===== config.mk =====
export PLATFORM = sky130hd
export DESIGN_NAME = pipe_stage_skid_flat
export DESIGN_NICKNAME = d
export VERILOG_FILES = /design/src/rtl/pipe_stage_skid_if.sv /design/src/rtl/pipe_stage_skid.sv /design/src/flat_wrapper.sv
export SDC_FILE = /design/constraint.sdc
export NUM_CORES = 1
export LEC_CHECK = 0
export CAP_MARGIN = 20
export CORE_MARGIN = 1
export CORE_UTILIZATION = 45
export DETAILED_ROUTE_END_ITERATION = 7
export GPL_ROUTABILITY_DRIVEN = 0
export PLACE_DENSITY = 0.75
export SYNTH_ARGS = -nofsm -noshare
export SYNTH_HDL_FRONTEND = slang
export SYNTH_SLANG_ARGS = --single-unit

===== constraint.sdc =====
create_clock -name clk -period 5.4 [get_ports clk]
set_input_delay 0.81 -clock clk [delete_from_list [all_inputs] [get_ports clk]]
set_output_delay 0.81 -clock clk [all_outputs]
set_load 0.02 [all_outputs]

===== src/rtl/pipe_stage_skid_if.sv =====
// Valid/ready/payload bundle for one side of a pipeline stage.
// The master drives valid and data; the slave drives ready.
interface pipe_stage_skid_if #(
  parameter int WIDTH = 64
);
  logic             valid;
  logic [WIDTH-1:0] data;
  logic             ready;

  modport master (output valid, output data, input ready);
  modport slave  (input valid, input data, output ready);
endinterface


===== src/rtl/pipe_stage_skid.sv =====
// Pipeline-stage register with a two-entry skid buffer, flush, bubble injection and
// NOP merge that keeps masked payload bits; carries saturating stall/bubble/flush counters.
module pipe_stage_skid #(
  parameter int               WIDTH       = 64,
  parameter logic [WIDTH-1:0] NOP_PAYLOAD = '0,
  parameter logic [WIDTH-1:0] KEEP_MASK   = '0,
  parameter int               CNT_W       = 16
) (
  input  logic                 clk,
  input  logic                 reset,
  pipe_stage_skid_if.slave     up,
  pipe_stage_skid_if.master    dn,
  input  logic                 flush,
  input  logic                 bubble,
  output logic [1:0]           occupancy,
  output logic [CNT_W-1:0]     stall_cnt,
  output logic [CNT_W-1:0]     bubble_cnt,
  output logic [CNT_W-1:0]     flush_cnt
);

  typedef enum logic [1:0] {
    EMPTY = 2'd0,
    ONE   = 2'd1,
    TWO   = 2'd2
  } state_e;

  state_e           state_p1;
  state_e           state_d;
  logic [WIDTH-1:0] main_data_p1;
  logic [WIDTH-1:0] main_data_d;
  logic [WIDTH-1:0] skid_data_p1;
  logic [WIDTH-1:0] skid_data_d;

  logic             out_valid;
  logic             skid_valid;
  logic             in_ready;
  logic             accept;
  logic             drain;
  logic [WIDTH-1:0] nop_val;

  logic             stall_ev;
  logic             bubble_ev;
  logic             flush_ev;

  function automatic logic [CNT_W-1:0] sat_inc(input logic [CNT_W-1:0] cnt,
                                                input logic             en);
    if (en && (cnt != {CNT_W{1'b1}}))
      return cnt + {{(CNT_W-1){1'b0}}, 1'b1};
    return cnt;
  endfunction

  function automatic logic [WIDTH-1:0] nop_merge(input logic [WIDTH-1:0] cur);
    return (cur & KEEP_MASK) | (NOP_PAYLOAD & ~KEEP_MASK);
  endfunction

  assign out_valid  = (state_p1 != EMPTY);
  assign skid_valid = (state_p1 == TWO);

  // Ready depends only on registered skid state plus flush/bubble, never on out_ready.
  assign in_ready  = !reset && !skid_valid && !flush && !bubble;
  assign accept    = up.valid && in_ready;
  assign drain     = out_valid && dn.ready;
  assign nop_val   = nop_merge(main_data_p1);

  assign up.ready  = in_ready;
  assign dn.valid  = out_valid;
  assign dn.data   = main_data_p1;
  assign occupancy = state_p1;

  assign stall_ev  = out_valid && !dn.ready && !flush;
  assign bubble_ev = bubble && !flush;
  assign flush_ev  = flush;

  always_comb begin
    state_d     = state_p1;
    main_data_d = main_data_p1;
    skid_data_d = skid_data_p1;
    if (flush) begin
      state_d     = EMPTY;
      main_data_d = nop_val;
    end else begin
      case (state_p1)
        EMPTY: begin
          if (accept) begin
            state_d     = ONE;
            main_data_d = up.data;
          end
        end
        ONE: begin
          if (accept && drain) begin
            main_data_d = up.data;
          end else if (accept) begin
            state_d     = TWO;
            skid_data_d = up.data;
          end else if (drain) begin
            state_d     = EMPTY;
            main_data_d = nop_val;
          end
        end
        TWO: begin
          if (drain) begin
            state_d     = ONE;
            main_data_d = skid_data_p1;
          end
        end
        default: begin
          state_d     = EMPTY;
          main_data_d = nop_val;
        end
      endcase
    end
  end

  // Stage register: main/skid storage and occupancy state
  always_ff @(posedge clk or posedge reset) begin
    if (reset) begin
      state_p1     <= EMPTY;
      main_data_p1 <= NOP_PAYLOAD;
      skid_data_p1 <= NOP_PAYLOAD;
    end else begin
      state_p1     <= state_d;
      main_data_p1 <= main_data_d;
      skid_data_p1 <= skid_data_d;
    end
  end

  // Event counters
  always_ff @(posedge clk or posedge reset) begin
    if (reset) begin
      stall_cnt  <= '0;
      bubble_cnt <= '0;
      flush_cnt  <= '0;
    end else begin
      stall_cnt  <= sat_inc(stall_cnt, stall_ev);
      bubble_cnt <= sat_inc(bubble_cnt, bubble_ev);
      flush_cnt  <= sat_inc(flush_cnt, flush_ev);
    end
  end

endmodule

===== src/flat_wrapper.sv =====
// flat-port wrapper written by rule: the top's interface ports become plain ports
module pipe_stage_skid_flat 
#(
  parameter int               WIDTH       = 64,
  parameter logic [WIDTH-1:0] NOP_PAYLOAD = '0,
  parameter logic [WIDTH-1:0] KEEP_MASK   = '0,
  parameter int               CNT_W       = 16
)
  (clk, reset, flush, bubble, occupancy, stall_cnt, bubble_cnt, flush_cnt, up_valid, up_data, up_ready, dn_valid, dn_data, dn_ready);
  pipe_stage_skid_if #(.WIDTH(WIDTH)) up_i ();
  pipe_stage_skid_if #(.WIDTH(WIDTH)) dn_i ();
  input  logic clk;
  input  logic reset;
  input  logic flush;
  input  logic bubble;
  output logic [1:0] occupancy;
  output logic [CNT_W-1:0] stall_cnt;
  output logic [CNT_W-1:0] bubble_cnt;
  output logic [CNT_W-1:0] flush_cnt;
  input wire logic [$bits(up_i.valid)-1:0] up_valid;
  input wire logic [$bits(up_i.data)-1:0] up_data;
  output wire logic [$bits(up_i.ready)-1:0] up_ready;
  output wire logic [$bits(dn_i.valid)-1:0] dn_valid;
  output wire logic [$bits(dn_i.data)-1:0] dn_data;
  input wire logic [$bits(dn_i.ready)-1:0] dn_ready;
  assign up_i.valid = up_valid;
  assign up_i.data = up_data;
  assign up_ready = up_i.ready;
  assign dn_valid = dn_i.valid;
  assign dn_data = dn_i.data;
  assign dn_i.ready = dn_ready;
  pipe_stage_skid #(.WIDTH(WIDTH), .NOP_PAYLOAD(NOP_PAYLOAD), .KEEP_MASK(KEEP_MASK), .CNT_W(CNT_W)) u_core (.clk(clk), .reset(reset), .up(up_i), .dn(dn_i), .flush(flush), .bubble(bubble), .occupancy(occupancy), .stall_cnt(stall_cnt), .bubble_cnt(bubble_cnt), .flush_cnt(flush_cnt));
endmodule

* Word level (Yosys, flattened, before mapping)
Index checks and enable logic that the tools add are counted.
Word-level totals: bits in registers 178, latch bits 0, memory bits (writable) 0, ROM bits 0, input bits 70, output and inout bits 116, memories kept 0
Operators by class: $add $sub $neg 3, multiply operators 0, divide/modulo/power cells 0, $lt $le $gt $ge 0, eq/ne operators 11, shifts and indexed selects 0, mux-type cells 20, bitwise gates (word level) 2, reduce and logical (&&, ||, !) cells 22
Operator list (number):
- 64-bit 2-to-1 mux | 6
- 64-bit case mux with 3 select lines | 1
- 16-bit by 1-bit adder with 16-bit output (second input constant) | 3
- 16-bit 2-to-1 mux | 3
- 16-bit inequality test (second input constant) | 3
- 1-bit logical AND | 12
- 2-bit 2-to-1 mux | 6
- 4-bit AND reduction | 3
- 4-bit by 2-bit inequality test with 1-bit output (second input constant) | 2
- 3-bit inequality test (second input constant) | 2
- 2-bit case mux with 3 select lines | 1
- 1-bit zero test | 5
- 4-bit inequality test (second input constant) | 1
- 1-bit 2-to-1 mux | 3
- 3-bit by 2-bit inequality test with 1-bit output (second input constant) | 1
- 2-bit by 1-bit equality test with 1-bit output (second input constant) | 1
- 2-bit equality test (second input constant) | 1
- 2-bit zero test | 1
- 1-bit inverter | 2
- 2-bit nonzero test | 1

* Logic depth before layout (Yosys ltp)
depth after elaboration 10, depth in mapped cells 7

* Least setup slack after synthesis
Ideal clock, no wire load.
path type in2out, start point input flush, end point output up_ready, arrival 1.819 ns, required time 4.590 ns, path slack 2.771 ns, cell stages on the path 3, buffers on the path 2, cell sequence buf_6 -> buf_2 -> nor4_1
Between the ends: word-level cells in the longest chain between the ends 3
Ends and longest elaborated chain:
- start, declared | RTL line flat_wrapper.sv:14 | input logic flush;
- 1-bit zero test | RTL line pipe_stage_skid.sv:60 | assign in_ready = !reset && !skid_valid && !flush && !bubble;
- 1-bit logical AND (2 in a row) | RTL line pipe_stage_skid.sv:60
- end, declared | RTL line flat_wrapper.sv:22 | output wire logic [$bits(up_i.ready)-1:0] up_ready;
Every way passes these cells.

* Worst setup path in the final report
Same ends and word-level chain as after synthesis.

==> results by group <==
Run status
  • Status: completed

STA
  • Fmax: about 270 MHz
  • Tcrit/Tclk final: 68.50%
  • Final TNS setup: 0 ps
  • Slew Viols, Final: 0
  • Hold_ws: approximately 500 ps
  • Worst setup margin: roughly 1700 ps
  • Slew @ Worst Pin: 1006 ps
  • Slew HR: 32.77%
  • Skew final: 6.962 ps
  • Shortest period the worst path allows: between 3000 and 4000 ps
  • RSZ-0062 raised after global routing: false
  • Hold Fails Final Rpt: 0
  • Final setup violation count: 0

Clock network
  • CTS tree: done
  • CTS sink count: around 180
  • Worst-path clk slew: approximately 70 ps
  • CTS resizes: 0
  • Postcts setup bufs: 0
  • CTS Root Cell: clkbuf_16
  • Inserted Clock Buffers: 17
  • Clock Path Buffers: 2
  • H-tree levels: 4
  • CTS Hold Buffers Added: 0
  • Clock Latency Late Sink: 430 ps

Die
  • Die area: 19460 µm²
  • Die Width: ~140 µm
  • I/O Pins: between 150 and 200
  • Core area: approximately 18000 µm²
  • Initial Utilization: between 40% and 50%
  • Die Ht: ~140 µm
  • FP Rows: between 40 and 50

Critical path
  • Critical path startpoint category: primary input
  • Setup slack, reg-to-reg: around 2200 ps
  • R2r worst-path depth: 6
  • RR Endpoint: u_core.dn.data[15]
  • Kind of critical path: in2out
  • CP max FO: 16
  • R2R Path Start: u_core.occupancy[1]
  • Crit end category: output port
  • WP data arrival: approximately 2900 ps
  • Required @ worst endpoint: approximately 4600 ps

Logic synthesis
  • Mapped cell area: about 8500 µm²
  • Number of enable flip-flop cells after synthesis: 0
  • Sequential fraction of the synthesis area: between 50% and 60%
  • Main synth FF type: dfrtp_1
  • Async SR Flop Fraction: 100.0%
  • Post-synth cell types: 47
  • Synth Area per Inst: approximately 13 µm²
  • Share of the synthesized area in the top cell type: 52.35%
  • Synth Net Count: around 740
  • #FFs+latches synth: around 180
  • Ys Warns: 0
  • Synth area leaders: dfrtp_1, mux2_2, mux2i_1
  • Cell taking the most area after synthesis: dfrtp_1
  • Synth Instances: about 660

Drt
  • Drt initial violations: around 380
  • Drt first pass iters: 5
  • Total number of vias: around 6300
  • Number of vias per cell: a little under 6
  • Routed Antenna Nets: 0
  • DRC: 0
  • WL/cell: slightly below 20 µm
  • Post-Route WL: ~21000 µm

Global route
  • First-pass GRT wire length: around 34000 µm
  • Largest net degree at the start of global routing: 69
  • Global route overflow: 0
  • GRT Total Usage: between 20 and 25%
  • Vias in the first global route: about 6500
  • Initial antenna violation count: 0

Power and ir drop
  • Lkg Pwr: 4.765 nW
  • Peak VDD IR: between 0.0002 and 0.00025 V
  • Pwr/cell area: 296.9 nW/µm²

Finish
  • Layout area overhead: 30.37%
  • Fin nets: about 910
  • Share of cells above drive strength 1: 14.64%
  • Diodes inserted: 0
  • Finished Cell Area: around 11000 µm²
  • Finished Layout Cells: 1076

Worst hold path
  • Hold path depth: 1
  • Hold Crit Start: u_core.dn.data[33]
  • Hold Path Class: reg2reg
  • Hold Path End: u_core.dn.data[33]

Job
  • Max Cap Viol: 0

Placement
  • Place WS: 1527 ps
  • Placed insts: approximately 1000
  • Detailed placement HPWL: approximately 14000 µm
  • Port Buffers: around 190
  • Placed Area: 10490 µm²
## layout by cell type (no fill, tap or decap), types with 12 or more instances in the layout
master             n
a22o_1            64
clkbuf_16         17
clkdlybuf4s50_1  185
dfrtp_1          176
mux2_2            70
mux2i_1           64
nand2_1           15
nand3_1           17
nand4_1           17
nor2_1            15
o2bb2ai_1         64
xnor2_1           12
xor2_1            27
## critical path, cell delays in order
cell and delay [ps]:
clkdlybuf4s50_1 800, nor4_1 590, clkdlybuf4s50_1 690
## cells in the mapped netlist, types with 2 or more instances
cell,number
nand2_1,15
ha_1,3
or2_2,4
buf_6,2
nor4_1,11
nand4_1,17
o21ai_0,2
a21oi_1,5
o2bb2ai_1,64
xor2_1,27
and4_1,2
buf_1,4
mux2_2,70
clkbuf_1,14
nor4b_1,3
and3_1,5
a22o_1,64
nor3_1,11
inv_1,4
nand2b_1,2
xnor2_1,12
nor3b_1,4
nor2_1,15
nand3_1,17
nor2b_1,3
mux2i_1,64
dfrtp_1,178
buf_12,6
buf_2,16
## state kept, by name, summed over array words and instances (netlist names)
name	cells
u_core.skid_data_p1	64
u_core.bubble_cnt	16
u_core.occupancy	2
u_core.flush_cnt	16
u_core.stall_cnt	16
u_core.dn.data	64
## worst max path at each step
stage          slack [ps]  cells past startpoint   from                      end
6_report             1700                      3  flush                 up_ready
5_1_grt              1620                      3  flush                 up_ready
4_1_cts              1750                      3  flush                 up_ready
3_5_place_dp         1530                      4  flush  u_core.skid_data_p1[11]
3_3_place_gp         1670                      4  flush  u_core.skid_data_p1[41]
2_1_floorplan        2310                      1  reset     u_core.bubble_cnt[0]
## logic make-up after synthesis
logic type / share of synthesized area, %
buffers and inverters: 3.676
DFF: 52.35
xor gates and xnor gates: 4.015
and+or+nand+nor: 8.220
AOI/OAI and AO/OA: 14.50
muxes: 16.79
adders and majority gates: 0.4412
## cell type report
class / count / area (µm²)
Clock inverter: 8 / 102.6
Clock buffer: 24 / 481.7
Fill cell: 1430 / 7178
Multi-Input combinational cell: 437 / 3771
Timing Repair Buffer: 196 / 1972
Sequential cell: 178 / 4459
Tap cell: 229 / 286.5
Inverter: 4 / 18.77
## layer usage
layer / routed length (µm) / part of all wire [%] / track usage, %
met5: 0 / 0 / 0
met4: 468 / 2.2 / 8.655
met3: 1046 / 5.0 / 5.299
met2: 10280 / 49 / 36.21
met1: 9306 / 44 / 29.38
## power by group
| group | switching [W] | internal [W] |
|---|---|---|
| sequential | 0.000106 | 0.00142 |
| clock | 0.000506 | 0.000719 |
| combinational | 0.000275 | 0.000268 |
## per-stage QoR
stage | total power [W] | util [%]
finish | 0.003293 | 60.71
global route | 0.003437 | 60.71
CTS | 0.003315 | 60.60
detailed placement | 0.002090 | 57.40
global placement | 0.002068 | 57.40
floorplan | 0.001803 | -
Note: power is estimated with default switching activity, not from simulation.
